==> src/rtl/control_unit.sv <==
// rtl/control_unit.sv - multi-cycle Moore control FSM; CTRL_ILLEGAL_HALT_EN selects halt-on-illegal-opcode
module control_unit (
  input  logic        clk,
  input  logic        reset,
  input  logic [31:0] instruction,
  output logic        PCWrite,
  output logic        PCWriteCond,
  output logic        PCSource,
  output logic        ALUSrcA,
  output logic        LoadAOut,
  output logic        RegWrite,
  output logic        LoadRegA,
  output logic        LoadRegB,
  output logic        MemToReg,
  output logic        DMemOp,
  output logic        LoadMDR,
  output logic        IMemRead,
  output logic        IRWrite,
  output logic [1:0]  ALUSrcB,
  output logic [1:0]  ALUOp,
  output logic        halt,
  output logic [3:0]  state_out
);

  typedef enum logic [3:0] {
    START     = 4'd0,
    FETCH     = 4'd1,
    DECODE    = 4'd2,
    MEM_ADDR  = 4'd3,
    MEM_READ  = 4'd4,
    MEM_WB    = 4'd5,
    MEM_WRITE = 4'd6,
    EXEC_R    = 4'd7,
    EXEC_I    = 4'd8,
    ALU_WB    = 4'd9,
    BRANCH    = 4'd10,
    HALT      = 4'd11
  } state_t;

  typedef struct packed {
    logic       pc_write;
    logic       pc_write_cond;
    logic       pc_source;
    logic       alu_src_a;
    logic       load_aout;
    logic       reg_write;
    logic       load_reg_a;
    logic       load_reg_b;
    logic       mem_to_reg;
    logic       dmem_op;
    logic       load_mdr;
    logic       imem_read;
    logic       ir_write;
    logic [1:0] alu_src_b;
    logic [1:0] alu_op;
    logic       halt;
  } ctrl_t;

  localparam logic [6:0] OP_R      = 7'b0110011;
  localparam logic [6:0] OP_I      = 7'b0010011;
  localparam logic [6:0] OP_LOAD   = 7'b0000011;
  localparam logic [6:0] OP_STORE  = 7'b0100011;
  localparam logic [6:0] OP_BRANCH = 7'b1100011;

  state_t state;
  state_t next_state;
  ctrl_t  ctrl_q;

  // Only the opcode and the load/store distinguishing bit steer the sequence.
  logic unused_instr_bits;
  assign unused_instr_bits = ^instruction[31:7];

  // Control word for a given state; anything not named stays 0.
  function automatic ctrl_t ctrl_for(input state_t s);
    ctrl_t c;
    c = '0;
    case (s)
      FETCH: begin
        c.imem_read = 1'b1;
        c.ir_write  = 1'b1;
        c.pc_write  = 1'b1;
        c.alu_src_b = 2'b01;
      end
      DECODE: begin
        c.load_reg_a = 1'b1;
        c.load_reg_b = 1'b1;
        c.load_aout  = 1'b1;
        c.alu_src_b  = 2'b11;
      end
      MEM_ADDR: begin
        c.alu_src_a = 1'b1;
        c.alu_src_b = 2'b10;
        c.load_aout = 1'b1;
      end
      MEM_READ:  c.load_mdr = 1'b1;
      MEM_WB: begin
        c.reg_write  = 1'b1;
        c.mem_to_reg = 1'b1;
      end
      MEM_WRITE: c.dmem_op = 1'b1;
      EXEC_R: begin
        c.alu_src_a = 1'b1;
        c.alu_op    = 2'b10;
        c.load_aout = 1'b1;
      end
      EXEC_I: begin
        c.alu_src_a = 1'b1;
        c.alu_src_b = 2'b10;
        c.alu_op    = 2'b11;
        c.load_aout = 1'b1;
      end
      ALU_WB:    c.reg_write = 1'b1;
      BRANCH: begin
        c.alu_src_a     = 1'b1;
        c.alu_op        = 2'b01;
        c.pc_write_cond = 1'b1;
        c.pc_source     = 1'b1;
      end
`ifdef CTRL_ILLEGAL_HALT_EN
      HALT:      c.halt = 1'b1;
`endif
      default:   c = '0;
    endcase
    return c;
  endfunction

  // Next-state selection; instruction is consulted only in DECODE and MEM_ADDR.
  always_comb begin
    next_state = START;
    case (state)
      START:     next_state = FETCH;
      FETCH:     next_state = DECODE;
      DECODE: begin
        case (instruction[6:0])
          OP_R:                next_state = EXEC_R;
          OP_I:                next_state = EXEC_I;
          OP_LOAD, OP_STORE:   next_state = MEM_ADDR;
          OP_BRANCH:           next_state = BRANCH;
`ifdef CTRL_ILLEGAL_HALT_EN
          default:             next_state = HALT;
`else
          default:             next_state = FETCH;
`endif
        endcase
      end
      MEM_ADDR:  next_state = instruction[5] ? MEM_WRITE : MEM_READ;
      MEM_READ:  next_state = MEM_WB;
      MEM_WB:    next_state = FETCH;
      MEM_WRITE: next_state = FETCH;
      EXEC_R:    next_state = ALU_WB;
      EXEC_I:    next_state = ALU_WB;
      ALU_WB:    next_state = FETCH;
      BRANCH:    next_state = FETCH;
`ifdef CTRL_ILLEGAL_HALT_EN
      HALT:      next_state = HALT;
`endif
      default:   next_state = START;
    endcase
  end

  // State and its control word are registered together so outputs track the state exactly.
  always_ff @(posedge clk or negedge reset) begin
    if (!reset) begin
      state  <= START;
      ctrl_q <= '0;
    end else begin
      state  <= next_state;
      ctrl_q <= ctrl_for(next_state);
    end
  end

  assign PCWrite     = ctrl_q.pc_write;
  assign PCWriteCond = ctrl_q.pc_write_cond;
  assign PCSource    = ctrl_q.pc_source;
  assign ALUSrcA     = ctrl_q.alu_src_a;
  assign LoadAOut    = ctrl_q.load_aout;
  assign RegWrite    = ctrl_q.reg_write;
  assign LoadRegA    = ctrl_q.load_reg_a;
  assign LoadRegB    = ctrl_q.load_reg_b;
  assign MemToReg    = ctrl_q.mem_to_reg;
  assign DMemOp      = ctrl_q.dmem_op;
  assign LoadMDR     = ctrl_q.load_mdr;
  assign IMemRead    = ctrl_q.imem_read;
  assign IRWrite     = ctrl_q.ir_write;
  assign ALUSrcB     = ctrl_q.alu_src_b;
  assign ALUOp       = ctrl_q.alu_op;
  assign halt        = ctrl_q.halt;
  assign state_out   = state;

endmodule

==> config.mk <==
export PLATFORM = sky130hd
export DESIGN_NAME = control_unit
export DESIGN_NICKNAME = d
export VERILOG_FILES = /design/src/rtl/control_unit.sv
export SDC_FILE = /design/constraint.sdc
export NUM_CORES = 1
export LEC_CHECK = 0
export BUFFER_PORTS_ARGS = -buffer_cell sky130_fd_sc_hd__buf_2
export CAP_MARGIN = 20
export CORE_AREA = 5 5 54 56
export DETAILED_ROUTE_END_ITERATION = 7
export DIE_AREA = 0 0 59 61
export PLACE_DENSITY_LB_ADDON = 0.15
export SYNTH_ARGS = -nofsm -noshare
export SYNTH_HDL_FRONTEND = slang
export SYNTH_SLANG_ARGS = --single-unit
==> constraint.sdc <==
create_clock -name clk -period 1.6 [get_ports clk]
set_input_delay 0.32 -clock clk [delete_from_list [all_inputs] [get_ports clk]]
set_output_delay 0.32 -clock clk [all_outputs]
set_load 0.05 [all_outputs]
Yosys cells after proc, flatten, opt, wreduce, memory -nomap -nowiden --
Index checks and enable logic that the tools add are counted.
Cells by class: eq/ne operators 25, mux-type cells 15, reductions and logical operators 8
Operators with widths (count):
- $eq 4x3->1 const B | 8
- $eq 4x4->1 const B | 6
- $pmux 4 s6 | 1
- $eq 4x2->1 const B | 4
- $pmux 4 s4 | 1
- $eq 7x6->1 const B | 2
- $pmux 2 s3 | 2
- $eq 4x1->1 const B | 2
- $mux 2 | 4
- $reduce_or 2->1 | 4
- $reduce_or 4->1 | 2
- $eq 7x2->1 const B | 1
- $eq 7x5->1 const B | 1
- $eq 7x7->1 const B | 1
- $mux 1 | 7
- $reduce_or 5->1 | 1
- $logic_not 4->1 | 1
Word-level totals: register bits after elaboration 21, bits of input ports 34, output and inout bits 22, logic and storage cells 64

Depth between registers and ports, before layout --
word-level depth 7, gate-level depth with buffers 6, mapped depth without buffers 4

Worst setup path before layout --
Ideal clock, no wire load.
kind flip-flop to flip-flop, from register state[2] (netlist: state_out[2]), to register ctrl_q (netlist bit LoadMDR), library setup time 68 ps, arrival time 1642 ps, required time 1532 ps, slack -110 ps, cell stages (with the launch flop) 6, path buffers 1, clock period less this slack 1710 ps, cells stage by stage dfrtp_1 > buf_4 > or3b_1 > a21oi_1 > o31a_2 > and4bb_1
Between the ends: cells in the longest elaborated chain, start to end 5, elaborated cells between the ends (all ways) 16, classes of those cells eq/ne (11); mux (2); reduce/logical (3)
RTL lines:
- from (decl) | RTL line 65 | state_t state;
- from (signal assigned) | RTL line 167 | state <= next_state;
- $eq 4x4->1, or another cell as far along | RTL line 130 | case (state)
- $reduce_or 5->1 (no source line) / $reduce_or 2->1 (equally long branches)
- $pmux 4 s6 (*) | RTL line 130
- via next_state[2] | RTL line 66 | state_t next_state;
- $eq 4x3->1 (*) | RTL line 77 | case (s)
- $mux 1 (*) | RTL line 77
- to (signal assigned) | RTL line 168 | ctrl_q <= ctrl_for(next_state);
- to (decl) | RTL line 67 | ctrl_t ctrl_q;
The timed path passes the listed nets; every way through them passes the cells marked *.

Worst setup path in the final report --
from register state[1] (netlist: state_out[1]), to register ctrl_q (netlist bit LoadMDR)
The elaborated chain is that of the path after synthesis.

==> results.json <==
{
  "cts_sinks": 17,
  "finalSetupTns_ps": 0,
  "grt.total_usage_pct": 11.4,
  "rrSetupSlack_ps": 120,
  "place_inst": 143,
  "post_dp_cell_area_um2": 1030,
  "rsz0062_at_grt": "yes",
  "synth.distinct_cells": 34,
  "post_drt_wl_per_cell_um": 12.8,
  "grt-ovfl-total": 0,
  "die_w_um": 59,
  "power_density_nw_per_um2": 2000,
  "critical_path_class": "register to register",
  "cts_tree": "built",
  "power.internal_uw": 998,
  "period_minus_slack_ps": 1480,
  "hpwl_um": 1470,
  "switching_power_uw": 1150,
  "fin_crit_sh_pct": 92.7,
  "seqPwrFrac_pct": 30.9,
  "cts-buffers-inserted": 3,
  "coreArea_um2": 2390,
  "floorplan.die.height_um": 61,
  "antenna_found_initial": 0,
  "place_congestion": 0.780,
  "critPathArrivalTime_ps": 1710,
  "drv_slew": 0,
  "antenna_cells": 0,
  "muxShareOfSynthArea_pct": 0,
  "status": "complete, no violations",
  "worst_setup_path_endpoint": "LoadMDR",
  "synth_top_family_by_area": "simple AND/OR/NAND/NOR gates",
  "num_vias": 740,
  "io_pins": 56,
  "cts_max_path_buffers": 2,
  "synth_cells": 91,
  "portBuffers": 29,
  "design_area_um2": 1080,
  "synth_seq_area_share_pct": 47.7,
  "r2r_cells": 4,
  "ant_nets": 0,
  "synthAdderAreaFrac_pct": 0,
  "clock.fmax_mhz": 674,
  "clk_pin_slew_ps": 100,
  "cp-startpoint": "state_out[1]",
  "avgSynthCellArea_um2": 9.80,
  "synthSimpleGateAreaFrac_pct": 27.8,
  "setup_viol": 0,
  "layout-drive-gt1-share_pct": 36.4,
  "drc": 0,
  "root_buffer": "clkbuf_4",
  "swShare_pct": 53.5,
  "synth_area_um2": 892,
  "wl_um": 1890,
  "grt_pass1_vias": 671,
  "final_cell_mix": "29 x buf_2, 14 x dfrtp_1, 7 x a21oi_1",
  "vias_per_cell": 5.00,
  "combPwrFrac_pct": 58.8,
  "grt_max_degree": 18,
  "initial_core_util_pct": 37.4,
  "dr.pass1.iters": 5,
  "layout.cells.non_filler": 148,
  "clk-insertion-delay-late_ps": 280,
  "cts_setup_buffers": 0,
  "ys_warn_count": 0,
  "synth_compound_area_share_pct": 15.4,
  "r2r-start": "state_out[1]",
  "timing_hold_violations_final": 0,
  "fin_nets": 153,
  "grt_first_pass_wirelength_um": 3100,
  "fin_worst_skew_ps": 2.72,
  "rows": 18,
  "path_max_fanout": 15,
  "final_common_cell": "buf_2",
  "p_leak_uw": 0.000574,
  "synthToLayoutAreaGrowth_pct": 20.6,
  "hold_path_class": "input pin to register",
  "yosys_register_bits": 17,
  "syn-num-nets": 125,
  "drv_cap": 0,
  "dieArea_um2": 3600,
  "yosys.area_share.xor_xnor_pct": 0,
  "rr_endpoint": "LoadMDR",
  "ir_drop_v": 0.00111,
  "htree_levels": 1,
  "clock_power_share_pct": 10.3,
  "critPathLaunchType": "register",
  "crit_required_ps": 1820,
  "worst_hold_slack_ps": 358,
  "cp-end-kind": "register",
  "first_iter_violations": 17
}
==> power by group through the flow <==
| stage | registers (µW) | logic (µW) | clock network (µW) |
|---|---|---|---|
| final | 664 | 1260 | 220 |
| after global routing | 690 | 1350 | 254 |
| after CTS | 664 | 1260 | 230 |
| after detailed placement | 672 | 1250 | 0 |
| after global placement | 668 | 1250 | 0 |
| after floorplan | 1040 | 663 | 0 |
==> how the worst min path moves through the flow <==
| stage | startpoint | endpoint | depth (start not counted) |
|---|---|---|---|
| after floorplan | reset | ALUOp[0] | 0 |
| after global placement | reset | MemToReg | 1 |
| after detailed placement | reset | MemToReg | 1 |
| after CTS | instruction[5] | DMemOp | 2 |
| after global routing | instruction[5] | DMemOp | 2 |
| final | instruction[5] | DMemOp | 2 |
==> final cells by class <==
cell class                      instances  area [µm²]
Fill cell                             259        1310
Sequential cell                        17         429
Multi-Input combinational cell         62         397
Timing Repair Buffer                   33         178
Tap cell                               30        37.5
Clock buffer                            3        22.5
Inverter                                2        7.51
Clock inverter                          1        5.00
==> worst max-delay path, stage by stage, from the launching register on <==
cell and delay [ps]:
dfrtp_2 520, or3b_1 420, a21oi_1 140, o31a_2 170, and4bb_1 180
==> metrics by stage <==
step | util (%) | worst slack [ps] | total power (µW)
floorplan | - | 36.3 | 1700
global placement | 43.2 | 36.4 | 1910
detailed placement | 43.2 | 37.6 | 1930
CTS | 44.8 | 87.5 | 2150
global route | 45.1 | -3.34 | 2290
finish | 45.1 | 116 | 2150
==> cell families after synthesis <==
logic type      Yosys count
flops                    17
compound gates           21
buf+inv                  12
simple gates             40
other cells               1
==> Yosys cell counts <==
master / number / area share, %
nand4_1: 1 / 0.70
nor3_1: 2 / 1.1
o21a_1: 1 / 0.84
and3_1: 4 / 2.8
nand3b_1: 2 / 1.7
and3b_1: 1 / 0.98
nor2b_1: 2 / 1.4
nand3_1: 1 / 0.56
buf_2: 2 / 1.1
buf_6: 1 / 1.3
conb_1: 1 / 0.42
o2bb2ai_1: 1 / 0.98
clkbuf_1: 1 / 0.42
or2_2: 1 / 0.70
nor4b_1: 1 / 0.98
and4bb_1: 2 / 2.8
nor2_1: 7 / 2.9
a31oi_1: 1 / 0.70
o31a_2: 1 / 1.1
nand2_1: 4 / 1.7
o221a_1: 1 / 1.3
nor3b_1: 3 / 2.5
or3b_1: 2 / 2.0
o21ai_0: 3 / 1.7
nand2b_1: 4 / 2.8
inv_1: 2 / 0.84
a21oi_1: 7 / 3.9
a21o_1: 1 / 0.84
a21boi_0: 2 / 1.7
and2_1: 3 / 2.1
o211ai_1: 2 / 1.7
dfrtp_1: 17 / 48
buf_4: 6 / 5.0
o22ai_1: 1 / 0.70
==> flip-flops by register name, indices dropped and copies added, names as in the netlist <==
signal / flops
ALUSrcB: 2
PCWrite: 1
RegWrite: 1
LoadAOut: 1
ALUOp: 2
ALUSrcA: 1
MemToReg: 1
LoadRegA: 1
LoadMDR: 1
PCSource: 1
state_out: 4
DMemOp: 1
==> repair_timing <==
action                                  in CTS  in global routing
endpoints found under the hold margin       17                  0
gates resized for setup                      0                  2
hold buffers                                 1                  0
endpoints found under the setup margin       0                  1
==> per-layer routing <==
| layer | vias up | GRT usage, % | part of all wire (%) | wire length [µm] |
|---|---|---|---|---|
| met4 | 0 | 5.83 | 1.5 | 28 |
| met3 | 2 | 1.49 | 8.0 | 152 |
| met1 | 340 | 15.8 | 46 | 861 |
| met5 | - | 0 | 0 | 0 |
| met2 | 29 | 17.5 | 45 | 848 |
| li1 | 369 | - | - | - |
Power figures use the tool's default switching activity.
